--- src/rtl/term_pkg.sv ---
// ============================================================================
// Module      : term_pkg
// Description : Shared constants, widths and state encoding for the terminal
//               VRAM writer and the text renderer.
// Revision    : 1.0 - initial release
// ============================================================================
`default_nettype none

package term_pkg;

    localparam int COL_W = 6;
    localparam int ROW_W = 5;
    localparam int AD_W  = COL_W + ROW_W;

    localparam logic [7:0] CH_BS = 8'h08;
    localparam logic [7:0] CH_LF = 8'h0A;
    localparam logic [7:0] CH_FF = 8'h0C;
    localparam logic [7:0] CH_CR = 8'h0D;

    typedef logic [1:0] term_state_t;

    localparam term_state_t ST_IDLE     = 2'd0;
    localparam term_state_t ST_PUT      = 2'd1;
    localparam term_state_t ST_CLR_LINE = 2'd2;
    localparam term_state_t ST_CLR_ALL  = 2'd3;

    function automatic logic is_printable(input logic [7:0] b);
        return ((b >= 8'h20) && (b <= 8'h7E)) || (b >= 8'hA0);
    endfunction

endpackage

`default_nettype wire

--- src/rtl/term_clr_seq.sv ---
// ============================================================================
// Module      : term_clr_seq
// Description : Address generator for line and full-screen blank fills.
//               Presents the next write each cycle; done marks the final one.
// Revision    : 1.0 - initial release
// ============================================================================
`default_nettype none

module term_clr_seq
    import term_pkg::*;
(
    input  logic              clk,
    input  logic              rst_n,
    input  logic              start_line,
    input  logic              start_all,
    input  logic [ROW_W-1:0]  row,
    output logic              wr_nxt,
    output logic              done,
    output logic [AD_W-1:0]   nxt_ad
);

    logic              active_q,   active_d;
    logic              mode_all_q, mode_all_d;
    logic [ROW_W-1:0]  row_q,      row_d;
    logic [COL_W-1:0]  line_cnt_q, line_cnt_d;
    logic [AD_W-1:0]   all_cnt_q,  all_cnt_d;
    logic              last;

    always_comb begin
        active_d   = active_q;
        mode_all_d = mode_all_q;
        row_d      = row_q;
        line_cnt_d = line_cnt_q;
        all_cnt_d  = all_cnt_q;
        wr_nxt     = 1'b0;
        nxt_ad     = '0;
        // Terminal count is the all-ones value of the counter in use.
        last       = mode_all_q ? (&all_cnt_q) : (&line_cnt_q);
        done       = active_q && last;

        if (start_all) begin
            active_d   = 1'b1;
            mode_all_d = 1'b1;
            all_cnt_d  = '0;
            wr_nxt     = 1'b1;
            nxt_ad     = '0;
        end else if (start_line) begin
            active_d   = 1'b1;
            mode_all_d = 1'b0;
            row_d      = row;
            line_cnt_d = '0;
            wr_nxt     = 1'b1;
            nxt_ad     = {row, {COL_W{1'b0}}};
        end else if (active_q) begin
            if (last) begin
                active_d = 1'b0;
            end else begin
                wr_nxt = 1'b1;
                if (mode_all_q) begin
                    all_cnt_d = all_cnt_q + AD_W'(1);
                    nxt_ad    = all_cnt_d;
                end else begin
                    line_cnt_d = line_cnt_q + COL_W'(1);
                    nxt_ad     = {row_q, line_cnt_d};
                end
            end
        end
    end

    always_ff @(posedge clk or negedge rst_n) begin
        if (!rst_n) begin
            active_q   <= 1'b0;
            mode_all_q <= 1'b0;
            row_q      <= '0;
            line_cnt_q <= '0;
            all_cnt_q  <= '0;
        end else begin
            active_q   <= active_d;
            mode_all_q <= mode_all_d;
            row_q      <= row_d;
            line_cnt_q <= line_cnt_d;
            all_cnt_q  <= all_cnt_d;
        end
    end

endmodule

`default_nettype wire

--- src/rtl/vram_term_writer.sv ---
// ============================================================================
// Module      : vram_term_writer
// Description : Terminal byte interpreter driving VRAM port A; tracks the
//               cursor and scroll offset consumed by the renderer.
// Revision    : 1.0 - initial release
// ============================================================================
`default_nettype none

module vram_term_writer
    import term_pkg::*;
#(
    parameter int         COLS  = 64,
    parameter int         ROWS  = 32,
    parameter logic [7:0] BLANK = 8'h20
)
(
    input  logic              clk,
    input  logic              rst_n,
    input  logic [7:0]        rx_data,
    input  logic              rx_valid,
    output logic              rx_ready,
    output logic              vram_ce,
    output logic              vram_wre,
    output logic [AD_W-1:0]   vram_ad,
    output logic [7:0]        vram_din,
    output logic [ROW_W-1:0]  top_row,
    output logic [COL_W-1:0]  cur_col,
    output logic [ROW_W-1:0]  cur_row,
    output logic              busy
);

    localparam logic [COL_W-1:0] LAST_COL = COL_W'(COLS - 1);
    localparam logic [ROW_W-1:0] LAST_ROW = ROW_W'(ROWS - 1);

    term_state_t       state_q,       state_d;
    logic              rx_ready_q,    rx_ready_d;
    logic              busy_q,        busy_d;
    logic              vram_ce_q,     vram_ce_d;
    logic [AD_W-1:0]   vram_ad_q,     vram_ad_d;
    logic [7:0]        vram_din_q,    vram_din_d;
    logic [ROW_W-1:0]  top_row_q,     top_row_d;
    logic [COL_W-1:0]  cur_col_q,     cur_col_d;
    logic [ROW_W-1:0]  cur_row_q,     cur_row_d;
    logic              scroll_pend_q, scroll_pend_d;

    logic              accept;
    logic              put_wr;
    logic              start_line;
    logic              start_all;
    logic [ROW_W-1:0]  line_row;
    logic [ROW_W-1:0]  phys;
    logic              clr_wr;
    logic              clr_done;
    logic [AD_W-1:0]   clr_ad;

    term_clr_seq u_clr_seq (
        .clk        (clk),
        .rst_n      (rst_n),
        .start_line (start_line),
        .start_all  (start_all),
        .row        (line_row),
        .wr_nxt     (clr_wr),
        .done       (clr_done),
        .nxt_ad     (clr_ad)
    );

    always_comb begin
        state_d       = state_q;
        rx_ready_d    = rx_ready_q;
        busy_d        = busy_q;
        top_row_d     = top_row_q;
        cur_col_d     = cur_col_q;
        cur_row_d     = cur_row_q;
        scroll_pend_d = scroll_pend_q;
        vram_ad_d     = vram_ad_q;
        vram_din_d    = vram_din_q;
        put_wr        = 1'b0;
        start_line    = 1'b0;
        start_all     = 1'b0;
        line_row      = top_row_q;
        accept        = rx_valid && rx_ready_q;
        phys          = cur_row_q + top_row_q;

        case (state_q)
            ST_IDLE: begin
                if (accept) begin
                    rx_ready_d = 1'b0;
                    state_d    = ST_PUT;
                    if (is_printable(rx_data)) begin
                        put_wr = 1'b1;
                        if (cur_col_q != LAST_COL) begin
                            cur_col_d = cur_col_q + COL_W'(1);
                        end else begin
                            cur_col_d = '0;
                            if (cur_row_q != LAST_ROW) begin
                                cur_row_d = cur_row_q + ROW_W'(1);
                            end else begin
                                top_row_d     = top_row_q + ROW_W'(1);
                                scroll_pend_d = 1'b1;
                            end
                        end
                    end else begin
                        case (rx_data)
                            CH_LF: begin
                                if (cur_row_q != LAST_ROW) begin
                                    cur_row_d = cur_row_q + ROW_W'(1);
                                end else begin
                                    // New bottom row is the old top row.
                                    top_row_d  = top_row_q + ROW_W'(1);
                                    start_line = 1'b1;
                                    line_row   = top_row_q;
                                    state_d    = ST_CLR_LINE;
                                    busy_d     = 1'b1;
                                end
                            end
                            CH_CR: cur_col_d = '0;
                            CH_BS: begin
                                if (cur_col_q != '0) begin
                                    cur_col_d = cur_col_q - COL_W'(1);
                                end
                            end
                            CH_FF: begin
                                top_row_d = '0;
                                cur_col_d = '0;
                                cur_row_d = '0;
                                start_all = 1'b1;
                                state_d   = ST_CLR_ALL;
                                busy_d    = 1'b1;
                            end
                            default: ;
                        endcase
                    end
                end
            end
            ST_PUT: begin
                if (scroll_pend_q) begin
                    // top_row already advanced; bottom row sits just above it.
                    scroll_pend_d = 1'b0;
                    start_line    = 1'b1;
                    line_row      = top_row_q - ROW_W'(1);
                    state_d       = ST_CLR_LINE;
                    busy_d        = 1'b1;
                end else begin
                    state_d    = ST_IDLE;
                    rx_ready_d = 1'b1;
                end
            end
            ST_CLR_LINE, ST_CLR_ALL: begin
                if (clr_done) begin
                    state_d    = ST_IDLE;
                    rx_ready_d = 1'b1;
                    busy_d     = 1'b0;
                end
            end
            default: begin
                state_d    = ST_IDLE;
                rx_ready_d = 1'b1;
                busy_d     = 1'b0;
            end
        endcase

        vram_ce_d = put_wr || clr_wr;
        if (put_wr) begin
            vram_ad_d  = {phys, cur_col_q};
            vram_din_d = rx_data;
        end else if (clr_wr) begin
            vram_ad_d  = clr_ad;
            vram_din_d = BLANK;
        end
    end

    always_ff @(posedge clk or negedge rst_n) begin
        if (!rst_n) begin
            state_q       <= ST_IDLE;
            rx_ready_q    <= 1'b1;
            busy_q        <= 1'b0;
            vram_ce_q     <= 1'b0;
            vram_ad_q     <= '0;
            vram_din_q    <= '0;
            top_row_q     <= '0;
            cur_col_q     <= '0;
            cur_row_q     <= '0;
            scroll_pend_q <= 1'b0;
        end else begin
            state_q       <= state_d;
            rx_ready_q    <= rx_ready_d;
            busy_q        <= busy_d;
            vram_ce_q     <= vram_ce_d;
            vram_ad_q     <= vram_ad_d;
            vram_din_q    <= vram_din_d;
            top_row_q     <= top_row_d;
            cur_col_q     <= cur_col_d;
            cur_row_q     <= cur_row_d;
            scroll_pend_q <= scroll_pend_d;
        end
    end

    assign rx_ready = rx_ready_q;
    assign busy     = busy_q;
    assign vram_ce  = vram_ce_q;
    assign vram_wre = vram_ce_q;
    assign vram_ad  = vram_ad_q;
    assign vram_din = vram_din_q;
    assign top_row  = top_row_q;
    assign cur_col  = cur_col_q;
    assign cur_row  = cur_row_q;

endmodule

`default_nettype wire

--- config.mk ---
export PLATFORM = sky130hd
export DESIGN_NAME = vram_term_writer
export DESIGN_NICKNAME = d
export VERILOG_FILES = /design/src/rtl/term_pkg.sv /design/src/rtl/term_clr_seq.sv /design/src/rtl/vram_term_writer.sv
export SDC_FILE = /design/constraint.sdc
export NUM_CORES = 1
export LEC_CHECK = 0
export ABC_AREA = 1
export CORE_ASPECT_RATIO = 1.1
export CORE_MARGIN = 1.5
export CORE_UTILIZATION = 35
export CTS_BUF_LIST = sky130_fd_sc_hd__clkbuf_8 sky130_fd_sc_hd__clkbuf_16
export CTS_CLUSTER_SIZE = 25
export DETAILED_ROUTE_END_ITERATION = 7
export GPL_ROUTABILITY_DRIVEN = 1
export PLACE_DENSITY = 0.59
export SYNTH_ARGS = -nofsm -noshare
export SYNTH_HDL_FRONTEND = slang
export SYNTH_SLANG_ARGS = --single-unit
--- constraint.sdc ---
create_clock -name clk -period 1.8 [get_ports clk]
set_input_delay 0.36 -clock clk [delete_from_list [all_inputs] [get_ports clk]]
set_output_delay 0.36 -clock clk [all_outputs]
set_load 0.005 [all_outputs]
==> flow_summary.json <==
{
  "gp_congestion": 0.839,
  "drt-total-wl_um": 11300,
  "clk_pin_slew_worst_paths_ns": 0.06,
  "critPathMaxStageDelay_ns": 0.57,
  "slew_headroom": 0.731,
  "min_period_ns": 1.76,
  "root_buffer": "clkbuf_16",
  "path_depth": 1,
  "cts_buffers": 9,
  "grt_first_pass_wirelength_um": 18400,
  "first_global_vias": 3848,
  "ant_nets": 0,
  "synth_common_cells": "nand2_1 (179), dfrtp_1 (64), inv_1 (49)",
  "power.density_nw_per_um2": 572,
  "clock-sinks": 65,
  "fp.dieW_um": 107,
  "critical-path-top-delay-family": "buffers and inverters",
  "yosysTopAreaCell": "dfrtp_1",
  "worst_path_max_delay_cell": "clkdlybuf4s50_1",
  "drive_gt1_frac": 0.284,
  "drcViolationCount": 0,
  "dr.pass1.iters": 4,
  "p_switching_mw": 0.742,
  "dr_total_vias": 3988,
  "synth_top_area_frac": 0.381,
  "synth_flop_cell": "dfrtp_1",
  "critPathKind": "reg -> out",
  "syn_avg_cell_area_sq_um": 7.53,
  "dp_hpwl_um": 8410,
  "tightest_slew_ns": 0.403,
  "syn_area_sq_um": 4200,
  "slew_viol_final": 0,
  "clk_latency_ns": 0.33,
  "crit_path_start": "cur_row[2]",
  "placed_area_sq_um": 5330,
  "power.leakage_nw": 2.86,
  "rr_worst_depth": 10,
  "setup_viol": 0,
  "peakVddDrop_mv": 0.423,
  "crit_chain": "clkdlybuf4s50_1",
  "maxCapViolations": 0,
  "p_total_mw": 3.41,
  "synth_fp_nets": 582,
  "dp_slack_ns": -0.423,
  "antenna_found_initial": 0,
  "crit_fanout": 6,
  "ys_types": 42,
  "synth_seq_cells": 65,
  "netlist_instances": 558,
  "placementRows": 41,
  "gr-total-overflow": 0,
  "cp.arrival_ns": 1.40,
  "power_frac_comb": 0.037,
  "start_util": 0.363,
  "port_buffers": 49,
  "cp-start-kind": "flip-flop",
  "core_area_sq_um": 11600,
  "num-nets-final": 713,
  "fillers": 1091,
  "synth_area_leaders": "dfrtp_1 (38%), nand2_1 (16%), nand3_1 (5.2%)",
  "drt_iter0_drc": 186,
  "area_delta_synth_final_pct": 41.7,
  "seqPwrFrac": 0.429,
  "die_h_um": 118,
  "ios": 50,
  "yosys_warnings": 0,
  "grt_start_max_net_pins": 66,
  "post_drt_wl_per_cell_um": 13.4,
  "grt_util_all_layers": 0.182,
  "p_clk_frac": 0.534,
  "cts_tree": "built",
  "skew_ns": 0.00933,
  "ctsHoldBuffers": 0,
  "cts.htree.levels": 3,
  "vias_per_cell": 4.73,
  "status": "complete, no violations",
  "diodes": 0,
  "synth.most_common_cell": "nand2_1",
  "holdWs_ns": 0.0533,
  "cts_max_path_buffers": 2,
  "synth_edf_count": 0,
  "cp-end-kind": "output pin",
  "finalHoldViolCount": 0,
  "dieArea_sq_um": 12700,
  "finalCritPeriodShare": 0.979,
  "ys_seq_area_frac": 0.387,
  "p_int_mw": 2.67,
  "final_area_sq_um": 5960,
  "synthArstFlopShare": 1.00,
  "worstPathRequired_ns": 1.44,
  "setup_slack_ns": 0.0382,
  "cp_num_buf_inv": 1,
  "p_sw_frac": 0.218,
  "fmax_mhz": 568,
  "hp-class": "in -> async",
  "regToRegStartpoint": "cur_row[0]"
}
final timing paths:
path                            slack, ns                     end
worst max-delay path                 0.04              cur_row[2]
min in group clk                     0.37             vram_din[7]
worst max register to register       0.08             vram_ad[10]
worst min register to register       0.48              vram_ad[7]
max in group asynchronous            1.43                rx_ready
worst min-delay path                 0.05  u_clr_seq.all_cnt_q[8]
worst register-to-register path: stages (launching register included):
cell and delay, ns:
dfrtp_1 0.38, ha_2 0.24, nand3_4 0.09, nor2_4 0.14
nand3_2 0.10, nand2_4 0.13, inv_4 0.07, buf_4 0.13
a21oi_1 0.22, nand2_1 0.09, nand3_1 0.07
cells by family (layout without fill, tap and decap cells):
kind of cell               after synthesis  after routing  share of synthesized area
and+or+nand+nor                        314            315                      0.347
buffers and inverters                   77            212                     0.0795
AOI/OAI and AO/OA                       67             67                     0.0997
DFF                                     65             65                      0.387
xor gates and xnor gates                22             22                     0.0458
adders and majority gates               13             13                     0.0405
power by group through the flow:
stage               logic, mW  clock network [mW]  registers, mW
global route            0.141                1.93           1.46
finish                  0.126                1.82           1.46
detailed placement      0.119                   0           1.49
floorplan              0.0297                   0           1.49
global placement        0.118                   0           1.49
CTS                     0.122                1.86           1.46
layout by cell type (no fill, tap or decap), drive strengths merged, types with 2 or more instances in the layout:
cell,instances
inv,65
o21a,2
xnor2,4
a21oi,11
nand2,193
clkinvlp,2
clkbuf,11
nor3,9
clkinv,2
or2,4
nand3,51
dfrtp,64
nand4,11
o211ai,2
a31oi,2
nor2,46
o21ai,48
buf,83
dlymetal6s2s,7
clkdlybuf4s50,40
ha,12
xor2,18
timing repair:
item                                    CTS  global route
pin swaps                                 5            18
resized for setup                        10            47
endpoints found under the setup margin   24            53
gates cloned                              1             0
buffers inserted                          6             9
registers in the layout (all words and copies together) (netlist names), 2 cells and up:
| signal | count |
|---|---|
| u_clr_seq.line_cnt_q | 6 |
| state_q | 2 |
| cur_row | 5 |
| u_clr_seq.row_q | 5 |
| vram_din | 8 |
| vram_ad | 11 |
| top_row | 5 |
| cur_col | 6 |
| u_clr_seq.all_cnt_q | 11 |
routing by layer:
metal  share of wire  global-route usage  vias to the layer above  wire length [um]
met5               0                   0                        -                 0
met3           0.026              0.0271                       12               289
met2            0.49               0.299                       64              5570
li1                -                   -                     2051                 -
met4           0.015              0.0543                        0               172
met1            0.47               0.245                     1861              5260
per-stage QoR:
stage	setup TNS (ns)	instances	util
after global routing	-0.197	844	0.514
after global placement	-17.93	812	0.460
after CTS	-0.0327	835	0.495
final	0	844	0.514
after floorplan	0	558	-
after detailed placement	-18.95	812	0.460
cell type report:
cell class                      count  area [sq um]  share of cell area
Multi-Input combinational cell    417          2400               0.403
Sequential cell                    65          1630               0.273
Timing Repair Buffer              131          1180               0.198
Clock buffer                       11           253              0.0424
Inverter                           65           249              0.0418
Tap cell                          150           188              0.0315
Clock inverter                      5          62.6              0.0105
(Power assumes the default switching activity.)
